--- src/rtl/divu8_seq_pkg.sv ---
// Shared definitions for the sequential 8-bit unsigned divider.
// State encoding, flag layout and divide-by-zero result.
package divu8_seq_pkg;

    localparam int WIDTH = 8;

    typedef enum logic [1:0] {
        IDLE = 2'd0,
        RUN  = 2'd1,
        DONE = 2'd2
    } state_t;

    localparam int FLG_C = 3;
    localparam int FLG_Z = 2;
    localparam int FLG_V = 1;
    localparam int FLG_N = 0;

    localparam logic [WIDTH-1:0] DIV0_Q = 8'hFF;

    function automatic logic [3:0] make_flg(
        input logic [WIDTH-1:0] qv,
        input logic             v
    );
        logic [3:0] f;
        f        = '0;
        f[FLG_Z] = (qv == '0);
        f[FLG_V] = v;
        f[FLG_N] = qv[WIDTH-1];
        return f;
    endfunction

endpackage

--- src/rtl/rca8.sv ---
// 8-bit ripple-carry adder, reused as the divider's trial subtractor.
// Carry chain is explicit so c_8 is the true carry out.
module rca8 (
    input  logic [7:0] a,
    input  logic [7:0] b,
    input  logic       c_0,
    output logic [7:0] s,
    output logic       c_8
);

    logic [8:0] c;

    assign c[0] = c_0;

    for (genvar i = 0; i < 8; i++) begin : g_fa
        assign s[i]   = a[i] ^ b[i] ^ c[i];
        assign c[i+1] = (a[i] & b[i]) | (c[i] & (a[i] ^ b[i]));
    end

    assign c_8 = c[8];

endmodule

--- src/rtl/divu8_seq.sv ---
// Sequential restoring divider: one quotient bit per RUN cycle.
// Results are registered on entry to DONE and held until the next one.
module divu8_seq
    import divu8_seq_pkg::*;
#(
    parameter int WIDTH = divu8_seq_pkg::WIDTH
) (
    input  logic             clk,
    input  logic             rst_n,
    input  logic             start,
    input  logic [WIDTH-1:0] a,
    input  logic [WIDTH-1:0] b,
    output logic             busy,
    output logic             done,
    output logic [WIDTH-1:0] q,
    output logic [WIDTH-1:0] r,
    output logic [3:0]       flg
);

    state_t           state;
    state_t           state_nxt;
    logic [2:0]       cnt;
    logic [WIDTH-1:0] rem;
    logic [WIDTH-1:0] quo;
    logic [WIDTH-1:0] dvs;
    logic [WIDTH-1:0] rem_sh;
    logic [WIDTH-1:0] quo_sh;
    logic [WIDTH-1:0] trial;
    logic [WIDTH-1:0] rem_nxt;
    logic [WIDTH-1:0] quo_nxt;
    logic             cout;
    logic             no_borrow;
    logic             accept;
    logic             last;

    assign accept = start && (state != RUN);
    assign last   = (state == RUN) && (cnt == 3'd7);
    assign busy   = (state == RUN);
    assign done   = (state == DONE);

    assign rem_sh = {rem[WIDTH-2:0], quo[WIDTH-1]};
    assign quo_sh = {quo[WIDTH-2:0], 1'b0};

    rca8 u_sub (
        .a   (rem_sh),
        .b   (~dvs),
        .c_0 (1'b1),
        .s   (trial),
        .c_8 (cout)
    );

    // A bit shifted out of rem means the shifted value exceeds any divisor.
    assign no_borrow = cout | rem[WIDTH-1];
    assign rem_nxt   = no_borrow ? trial : rem_sh;
    assign quo_nxt   = {quo_sh[WIDTH-1:1], no_borrow};

    always_ff @(posedge clk or negedge rst_n) begin
        if (!rst_n) begin
            state <= IDLE;
        end else begin
            state <= state_nxt;
        end
    end

    always_comb begin
        state_nxt = state;
        unique case (state)
            IDLE: begin
                if (start) state_nxt = (b == '0) ? DONE : RUN;
            end
            RUN: begin
                if (cnt == 3'd7) state_nxt = DONE;
            end
            DONE: begin
                if (start) state_nxt = (b == '0) ? DONE : RUN;
                else       state_nxt = IDLE;
            end
            default: state_nxt = IDLE;
        endcase
    end

    always_ff @(posedge clk or negedge rst_n) begin
        if (!rst_n) begin
            cnt <= '0;
            rem <= '0;
            quo <= '0;
            dvs <= '0;
            q   <= '0;
            r   <= '0;
            flg <= '0;
        end else if (accept) begin
            dvs <= b;
            rem <= '0;
            quo <= a;
            cnt <= '0;
            if (b == '0) begin
                q   <= DIV0_Q;
                r   <= a;
                flg <= make_flg(DIV0_Q, 1'b1);
            end
        end else if (state == RUN) begin
            rem <= rem_nxt;
            quo <= quo_nxt;
            cnt <= cnt + 3'd1;
            if (last) begin
                q   <= quo_nxt;
                r   <= rem_nxt;
                flg <= make_flg(quo_nxt, 1'b0);
            end
        end
    end

endmodule

--- config.mk ---
export PLATFORM = sky130hd
export DESIGN_NAME = divu8_seq
export DESIGN_NICKNAME = d
export VERILOG_FILES = /design/src/rtl/divu8_seq_pkg.sv /design/src/rtl/rca8.sv /design/src/rtl/divu8_seq.sv
export SDC_FILE = /design/constraint.sdc
export NUM_CORES = 1
export LEC_CHECK = 0
export CORE_MARGIN = 1.5
export CORE_UTILIZATION = 41
export CTS_CLUSTER_SIZE = 28
export DETAILED_ROUTE_END_ITERATION = 8
export MAX_ROUTING_LAYER = met4
export PLACE_DENSITY = 0.61
export SYNTH_ARGS = -nofsm -noshare
export SYNTH_HDL_FRONTEND = slang
export SYNTH_SLANG_ARGS = --single-unit
--- constraint.sdc ---
create_clock -name clk -period 12.1 [get_ports clk]
set_clock_uncertainty 0.2 [all_clocks]
set_input_delay 2.42 -clock clk [delete_from_list [all_inputs] [get_ports clk]]
set_output_delay 2.42 -clock clk [all_outputs]
set_load 0.01 [all_outputs]
==> results of run 1 <==
-- registers in the layout, indices dropped and copies added, names as in the netlist --
register  count
dvs           8
quo           8
r             8
rem           8
q             7
cnt           3
flg           3
state         2
-- power breakdown --
part           switching, mW  internal, mW
combinational          0.190         0.204
sequential            0.0539         0.233
clock                 0.0510        0.0669
total                  0.294         0.504
-- critical path: cells and delay by family (launching register included) --
kind / cells / cell delay (ps)
and+or+nand+nor: 1 / 420
buffers and inverters: 2 / 1460
DFF: 1 / 390
-- cells by family (layout without fill, tap and decap cells) --
family / count (synthesis) / after routing / synth area share [%]
adder cells (fa/ha/maj): 10 / 10 / 7.549
multiplexers: 14 / 14 / 6.592
other: 1 / 1 / 0.1593
buffers and inverters: 30 / 61 / 5.529
AND/OR/NAND/NOR: 49 / 49 / 11.75
flip-flops: 47 / 47 / 49.97
AO/OA/AOI/OAI: 56 / 56 / 18.45
-- worst max-delay path by stage --
stage                            end  slack (ps)  cells past startpoint
detailed placement  q[6]$_DFFE_PN0P_        7170                      4
global placement    q[6]$_DFFE_PN0P_        7200                      4
CTS                             busy        6910                      3
global route                    busy        6690                      3
finish                          busy        6920                      3
floorplan           r[3]$_DFFE_PN0P_        7930                     16
-- metal layers --
metal / part of all wire [%] / vias up / global-route usage, %
li1: - / 803 / -
met1: 47 / 836 / 25.75
met2: 48 / 48 / 28.53
met3: 4.6 / 4 / 2.989
met4: 0.49 / 0 / 5.000
met5: 0 / - / -
-- final cells by class --
type	instances	area, um2	area share (%)
flip-flops and latches	47	1176	40.99
multi-input cells	130	1047	36.50
repair buffers	39	385.4	13.43
well taps	72	90.09	3.140
clock buffers	6	82.58	2.878
inverters	14	52.55	1.832
clock inverters	2	35.03	1.221
-- placed cells by master, fill, tap and decap left out, types with 2 or more instances in the layout --
cell type	Yosys	final
dfrtp_1	47	47
clkdlybuf4s50_1	0	38
nand2_1	16	16
inv_1	14	14
mux2_2	12	12
o21ai_0	11	11
o22a_1	7	7
a211oi_1	7	7
a221o_1	7	7
fa_1	7	7
nor4_1	6	6
a21oi_1	6	6
clkbuf_8	0	6
nor3b_1	5	5
and2_1	5	5
nand2b_1	4	4
nor2_1	4	4
o31ai_1	4	4
a211o_1	3	3
ha_1	3	3
mux2i_1	2	2
or4_1	2	2
a41oi_1	2	2
a31o_2	2	2
a21boi_0	2	2
==> impl_metrics.json, run 1 <==
{
  "hold_buffers": 0,
  "period_needed_ps": 5185,
  "hold_path.class": "flip-flop to flip-flop",
  "maxSlewHeadroom_pct": 31.37,
  "drc": 0,
  "power_leakage_nw": 1.232,
  "dp_hpwl_um": 3757,
  "setup_violations": 0,
  "syn_to_final_growth_pct": 21.90,
  "cts.reportedPaths.clkPinSlew_ps": 80,
  "fill_cells": 501,
  "arrival_ps": 2560,
  "async_flop_share_pct": 100.0,
  "ys_warn_count": 0,
  "startpoint": "state[1]$_DFFE_PN0P_",
  "antenna_cells": 0,
  "routedWlPerCell_um": 16.60,
  "avgSynthCellArea_um2": 11.37,
  "setup_ws_ps": 6915,
  "initial_core_util_pct": 42.74,
  "cp_max_fo": 30,
  "cp-end-kind": "primary output",
  "rows": 27,
  "ios": 41,
  "rr_startpoint": "quo[7]$_DFFE_PN0P_",
  "hp-start": "cnt[0]$_DFFE_PN0P_",
  "critPathMaxStageDelay_ps": 780,
  "fmax_ghz": 0.1929,
  "core-area_um2": 5507,
  "cts_tree": "done",
  "firstDrtPassIters": 5,
  "critPathLaunchType": "flip-flop",
  "reg2reg_slack_ps": 7450,
  "grt_antenna_before_repair": 0,
  "cts_max_level": 2,
  "die_h_um": 78.77,
  "seq_area_frac_synth_pct": 49.97,
  "cts_buffer_depth": 2,
  "synth_area_leaders": "dfrtp_1, fa_1, mux2_2",
  "synth_flop_cell": "dfrtp_1",
  "criticalPathCategory": "flip-flop to primary output",
  "first_global_vias": 1739,
  "viasPerCell": 5.455,
  "vias": 1691,
  "place_inst": 302,
  "cts-buffers-inserted": 5,
  "die_w_um": 78.77,
  "ys_ff_latch": 47,
  "synth_common_cells": "dfrtp_1, nand2_1, inv_1, mux2_2, o21ai_0",
  "netlist_instances": 207,
  "worstReg2RegEnd": "r[6]$_DFFE_PN0P_",
  "yosysTopAreaCell": "dfrtp_1",
  "synth_area_um2": 2354,
  "worstHoldPathCells": 1,
  "status": "finished, final reports clean",
  "ant_nets": 0,
  "cts-resized-gates": 0,
  "final.setup.tns_ps": 0,
  "postSynthNetCount": 236,
  "pre_cts_ws_ps": 7170,
  "synth_edf_count": 0,
  "final_util_pct": 52.10,
  "cts_setup_buffers": 0,
  "place.gp.congestion": 0.8367,
  "synth_top_area_share_pct": 49.97,
  "drive_above_1_share_pct": 10.92,
  "dpl_cell_area_um2": 2751,
  "cp_slowest_cell": "inv_1",
  "slew_violations": 0,
  "dieArea_um2": 6204,
  "fin_cells": 310,
  "hold_end": "cnt[0]$_DFFE_PN0P_",
  "drt_first_iter_violations": 93,
  "grt_overflow": 0,
  "nNetsFinal": 266,
  "ys_types": 41,
  "power.density_nw_per_um2": 278.1,
  "finalInstanceArea_um2": 2869,
  "worstPathRequired_ps": 9480,
  "grt_max_degree": 48,
  "grt.total_usage_pct": 18.57,
  "report.power.total_mw": 0.7980,
  "grt_first_pass_wirelength_um": 8638,
  "path_cells": "nand2b_1, inv_1, clkdlybuf4s50_1",
  "cts_root_buffer": "clkbuf_8",
  "synth.most_common_cell": "dfrtp_1",
  "maxCapViolations": 0,
  "port_buffers": 39,
  "period_share_pct": 42.85,
  "hold_viol_final": 0,
  "worstRegToRegCells": 14,
  "cts_sinks": 47,
  "ir_worst_vdd_v": 0.0001389,
  "rsz0062_at_grt": "false",
  "worstSkewPairLatency_ps": 290,
  "finalWirelength_um": 5145,
  "tightest_slew_ps": 1029,
  "whs_ps": 294.0
}
No activity file was read; power rests on OpenSTA's default activity.
==> run 2, diff against run 1 <==
- clock period: 12.1 -> 4.8 ns (I/O delays scaled with it)
==> impl_metrics.json, run 2 (synthesis results as in run 1) <==
{
  "status": "finished, final reports clean",
  "final.setup.tns_ps": 0,
  "cts_root_buffer": "clkbuf_8",
  "core-area_um2": 5507,
  "worstHoldPathCells": 1,
  "critPathMaxStageDelay_ps": 450,
  "ir_worst_vdd_v": 0.0002821,
  "drive_above_1_share_pct": 12.03,
  "cp_max_fo": 11,
  "grt_max_degree": 48,
  "cp-end-kind": "flip-flop",
  "die_h_um": 78.77,
  "cts-resized-gates": 0,
  "ant_nets": 0,
  "maxSlewHeadroom_pct": 29.72,
  "hold_buffers": 0,
  "nNetsFinal": 269,
  "arrival_ps": 4410,
  "fill_cells": 511,
  "port_buffers": 39,
  "rsz0062_at_grt": "false",
  "worstRegToRegCells": 14,
  "power_leakage_nw": 1.243,
  "path_cells": "inv_1, ha_1, fa_1, fa_1, fa_1, fa_1, inv_1, fa_1, fa_1, inv_1, fa_1, nand2b_1, mux2_2, a221o_1",
  "cts.reportedPaths.clkPinSlew_ps": 90,
  "grt.total_usage_pct": 19.72,
  "ios": 41,
  "regArea_um2": 1176,
  "first_global_vias": 1854,
  "hold_path.class": "flip-flop to flip-flop",
  "worstPathRequired_ps": 4800,
  "place.gp.congestion": 0.8263,
  "tightest_slew_ps": 1054,
  "hp-start": "cnt[0]$_DFFE_PN0P_",
  "rows": 27,
  "final_util_pct": 52.49,
  "dieArea_um2": 6204,
  "place_inst": 305,
  "grt_overflow": 0,
  "criticalPathCategory": "flip-flop to flip-flop",
  "slew_violations": 0,
  "maxCapViolations": 0,
  "final_cell_mix": "dfrtp_1, clkdlybuf4s50_1, nand2_1",
  "hold_viol_final": 0,
  "drc": 0,
  "cts_buffer_depth": 2,
  "cts_tree": "done",
  "power.density_nw_per_um2": 703.0,
  "cp_slowest_cell": "fa_1",
  "initial_core_util_pct": 42.74,
  "report.power.total_mw": 2.032,
  "worstSkewPairLatency_ps": 300,
  "startpoint": "quo[7]$_DFFE_PN0P_",
  "viasPerCell": 5.466,
  "cts_sinks": 47,
  "fin_cells": 313,
  "multi_input_area_um2": 1047,
  "layout_commonest_cell": "dfrtp_1",
  "critPathLaunchType": "flip-flop",
  "grt_antenna_before_repair": 0,
  "firstDrtPassIters": 4,
  "rr_startpoint": "quo[7]$_DFFE_PN0P_",
  "vias": 1711,
  "reg2reg_slack_ps": 390,
  "syn_to_final_growth_pct": 22.81,
  "cts_max_level": 2,
  "setup_violations": 0,
  "finalWirelength_um": 5218,
  "routedWlPerCell_um": 16.67,
  "antenna_cells": 0,
  "grt_first_pass_wirelength_um": 9121,
  "drt_first_iter_violations": 120,
  "period_needed_ps": 4413,
  "cts_setup_buffers": 0,
  "die_w_um": 78.77,
  "cp_common_cell": "fa_1",
  "cts-buffers-inserted": 5,
  "fmax_ghz": 0.2266,
  "period_share_pct": 91.93,
  "dp_hpwl_um": 3869
}
## run 2: final cells by class
type	instances	share of cell area [%]
Clock buffer	5	2.381
Clock inverter	3	1.645
Inverter	14	1.818
Multi-Input combinational cell	130	36.23
Sequential cell	47	40.69
Tap cell	72	3.117
Timing Repair Buffer	42	14.11
## run 2: power by group
group	internal (mW)	switching [mW]
registers	0.587	0.138
logic	0.530	0.477
clock network	0.158	0.142
total	1.27	0.757
## run 2: path summary, 6_finish.rpt
kind,to
worst max-delay path,r[6]$_DFFE_PN0P_
worst min-delay path,cnt[0]$_DFFE_PN0P_
worst max register to register,r[6]$_DFFE_PN0P_
worst min register to register,cnt[0]$_DFFE_PN0P_
max in group asynchronous,state[1]$_DFFE_PN0P_
min in group asynchronous,rem[2]$_DFFE_PN0P_
## run 2: critical path, delay by kind of cell, from the launching register on
kind,cells,cell delay [ps]
buf+inv,3,190
flops,1,360
simple gates,1,350
compound gates,1,290
fa+ha+maj,8,2510
mux,1,410
## run 2: per-layer routing
layer  share of wire [%]  up-vias  wire length (um)  track usage (%)
met2                  46       37              2394            29.91
met3                 3.3        7               173            3.908
met5                   0        -                 0                -
met4                 1.2        0                63            6.071
li1                    -      817                 -                -
met1                  50      850              2587            26.92
## run 2: stage by stage
| stage | setup WS (ps) | hold slack (ps) | cell area (um2) |
|---|---|---|---|
| after detailed placement | 410.7 | 279.3 | 2774 |
| after floorplan | 629.9 | 257.3 | 2354 |
| after CTS | 392.3 | 294.1 | 2890 |
| final | 387.4 | 294.9 | 2890 |
| after global routing | 160.3 | 320.3 | 2890 |
| after global placement | 493.4 | 280.0 | 2774 |
==> run 3, diff against run 2 <==
- CELL_PAD_IN_SITES_DETAIL_PLACEMENT: default -> 0
- CELL_PAD_IN_SITES_GLOBAL_PLACEMENT: default -> 1
- PLACE_DENSITY: 0.61 -> 0.75
- RECOVER_POWER: default -> 50
- clock period: 4.8 -> 5.1 ns (I/O delays scaled with it)
==> impl_metrics.json, run 3 (synthesis results as in run 1) <==
{
  "status": "complete, but fails checks",
  "violations": "max-capacitance violations, max-slew violations",
  "power_frac_comb_pct": 48.2,
  "vias": 1696,
  "finalWirelength_um": 5295,
  "period_needed_ps": 4415,
  "final_cell_mix": "dfrtp_1, clkdlybuf4s50_1, nand2_1",
  "p_seq_share_pct": 35.2,
  "power_leakage_nw": 1.257,
  "grt.total_usage_pct": 19.13,
  "core-area_um2": 5507,
  "maxSlewHeadroom_pct": -65.09,
  "arrival_ps": 4410,
  "path_cells": "inv_1, ha_1, fa_1, fa_1, fa_1, fa_1, inv_1, fa_1, fa_1, inv_1, fa_1, nand2b_1, mux2_2, a221o_1",
  "cts_max_level": 2,
  "regArea_um2": 1176,
  "criticalPathCategory": "flip-flop to flip-flop",
  "critPathLaunchType": "flip-flop",
  "syn_to_final_growth_pct": 23.76,
  "worstRegToRegCells": 14,
  "cts-resized-gates": 0,
  "initial_core_util_pct": 42.74,
  "cts_tree": "done",
  "cts.reportedPaths.clkPinSlew_ps": 90,
  "ir_worst_vdd_v": 0.0002595,
  "viasPerCell": 5.401,
  "cts_sinks": 47,
  "cts_buffer_depth": 2,
  "drt_first_iter_violations": 187,
  "rows": 27,
  "first_global_vias": 1710,
  "multi_input_area_um2": 1047,
  "place.gp.congestion": 0.8191,
  "cts_setup_buffers": 0,
  "port_buffers": 39,
  "fmax_ghz": 0.2265,
  "hold_buffers": 0,
  "cp_slowest_cell": "fa_1",
  "routedWlPerCell_um": 16.86,
  "worstHoldPathCells": 1,
  "grt_first_pass_wirelength_um": 8749,
  "worstPathRequired_ps": 5090,
  "maxCapViolations": 1,
  "drc": 0,
  "ant_nets": 0,
  "cp_common_cell": "fa_1",
  "tightest_slew_ps": 2476,
  "die_w_um": 78.77,
  "antenna_cells": 0,
  "power.density_nw_per_um2": 667.2,
  "p_clk_share_pct": 16.7,
  "firstDrtPassIters": 4,
  "grt_max_degree": 48,
  "grt_antenna_before_repair": 0,
  "fin_cells": 314,
  "hold_viol_final": 0,
  "worstSkewPairLatency_ps": 300,
  "dp_hpwl_um": 3808,
  "nNetsFinal": 270,
  "grt_overflow": 0,
  "fill_cells": 499,
  "final.setup.tns_ps": 0,
  "p_sw_share_pct": 36.16,
  "critPathMaxStageDelay_ps": 430,
  "slew_violations": 48,
  "drive_above_1_share_pct": 11.57,
  "p_int_mw": 1.241,
  "layout_commonest_cell": "dfrtp_1",
  "rsz0062_at_grt": "false",
  "cp-end-kind": "flip-flop",
  "place_inst": 306,
  "die_h_um": 78.77,
  "ios": 41,
  "dieArea_um2": 6204,
  "cts-buffers-inserted": 5,
  "cp_max_fo": 12,
  "cts_root_buffer": "clkbuf_8",
  "setup_violations": 0,
  "p_sw_mw": 0.7026,
  "hold_path.class": "flip-flop to flip-flop",
  "period_share_pct": 86.57
}
-- run 3: area by class of cell --
cell class | instances | share of cell area [%]
sequential | 47 | 40.38
multi-input combinational | 130 | 35.95
timing repair buffer | 43 | 14.22
tap | 72 | 3.093
clock buffer | 6 | 2.491
clock inverter | 2 | 2.062
inverter | 14 | 1.804
-- run 3: final timing paths --
check,to,slack (ps),start
worst max-delay path,r[6]$_DFFE_PN0P_,690,quo[7]$_DFFE_PN0P_
max in group asynchronous,r[4]$_DFFE_PN0P_,2030,rst_n
min in group asynchronous,dvs[4]$_DFFE_PN0P_,1280,rst_n
worst max register to register,r[6]$_DFFE_PN0P_,690,quo[7]$_DFFE_PN0P_
worst min-delay path,cnt[0]$_DFFE_PN0P_,290,cnt[0]$_DFFE_PN0P_
worst min register to register,cnt[0]$_DFFE_PN0P_,290,cnt[0]$_DFFE_PN0P_
-- run 3: through the flow --
stage	hold WS (ps)	setup WS, ps	cell area [um2]	utilization (%)	total power [mW]
finish	287.6	685.1	2913	52.90	1.943
global route	317.6	461.5	2913	52.90	2.103
CTS	293.1	695.9	2914	52.92	1.973
detailed placement	280.4	687.2	2781	50.51	1.642
global placement	277.1	749.4	2781	50.51	1.636
floorplan	257.3	929.9	2354	-	1.317
-- run 3: metal layers --
metal,wire (um),up-vias,track usage (%)
met2,2471,40,28.02
met3,198,6,3.793
met5,0,-,-
met4,59,0,5.714
li1,-,816,-
met1,2566,834,27.04
-- run 3: worst max-delay path, delay by kind of cell, from the launching register on --
family	cells	cell delay, ps
AO/OA/AOI/OAI	1	290
buffers and inverters	3	180
AND/OR/NAND/NOR	1	380
multiplexers	1	410
adder cells (fa/ha/maj)	8	2480
flip-flops	1	360
-- run 3: power by group through the flow --
stage                     Combinational [mW]  Clock (mW)  Sequential [mW]
final                                  0.936       0.324            0.684
after global routing                    1.05       0.345            0.707
after CTS                              0.959       0.327            0.686
after detailed placement               0.950           0            0.692
after global placement                 0.946           0            0.691
after floorplan                        0.632           0            0.685
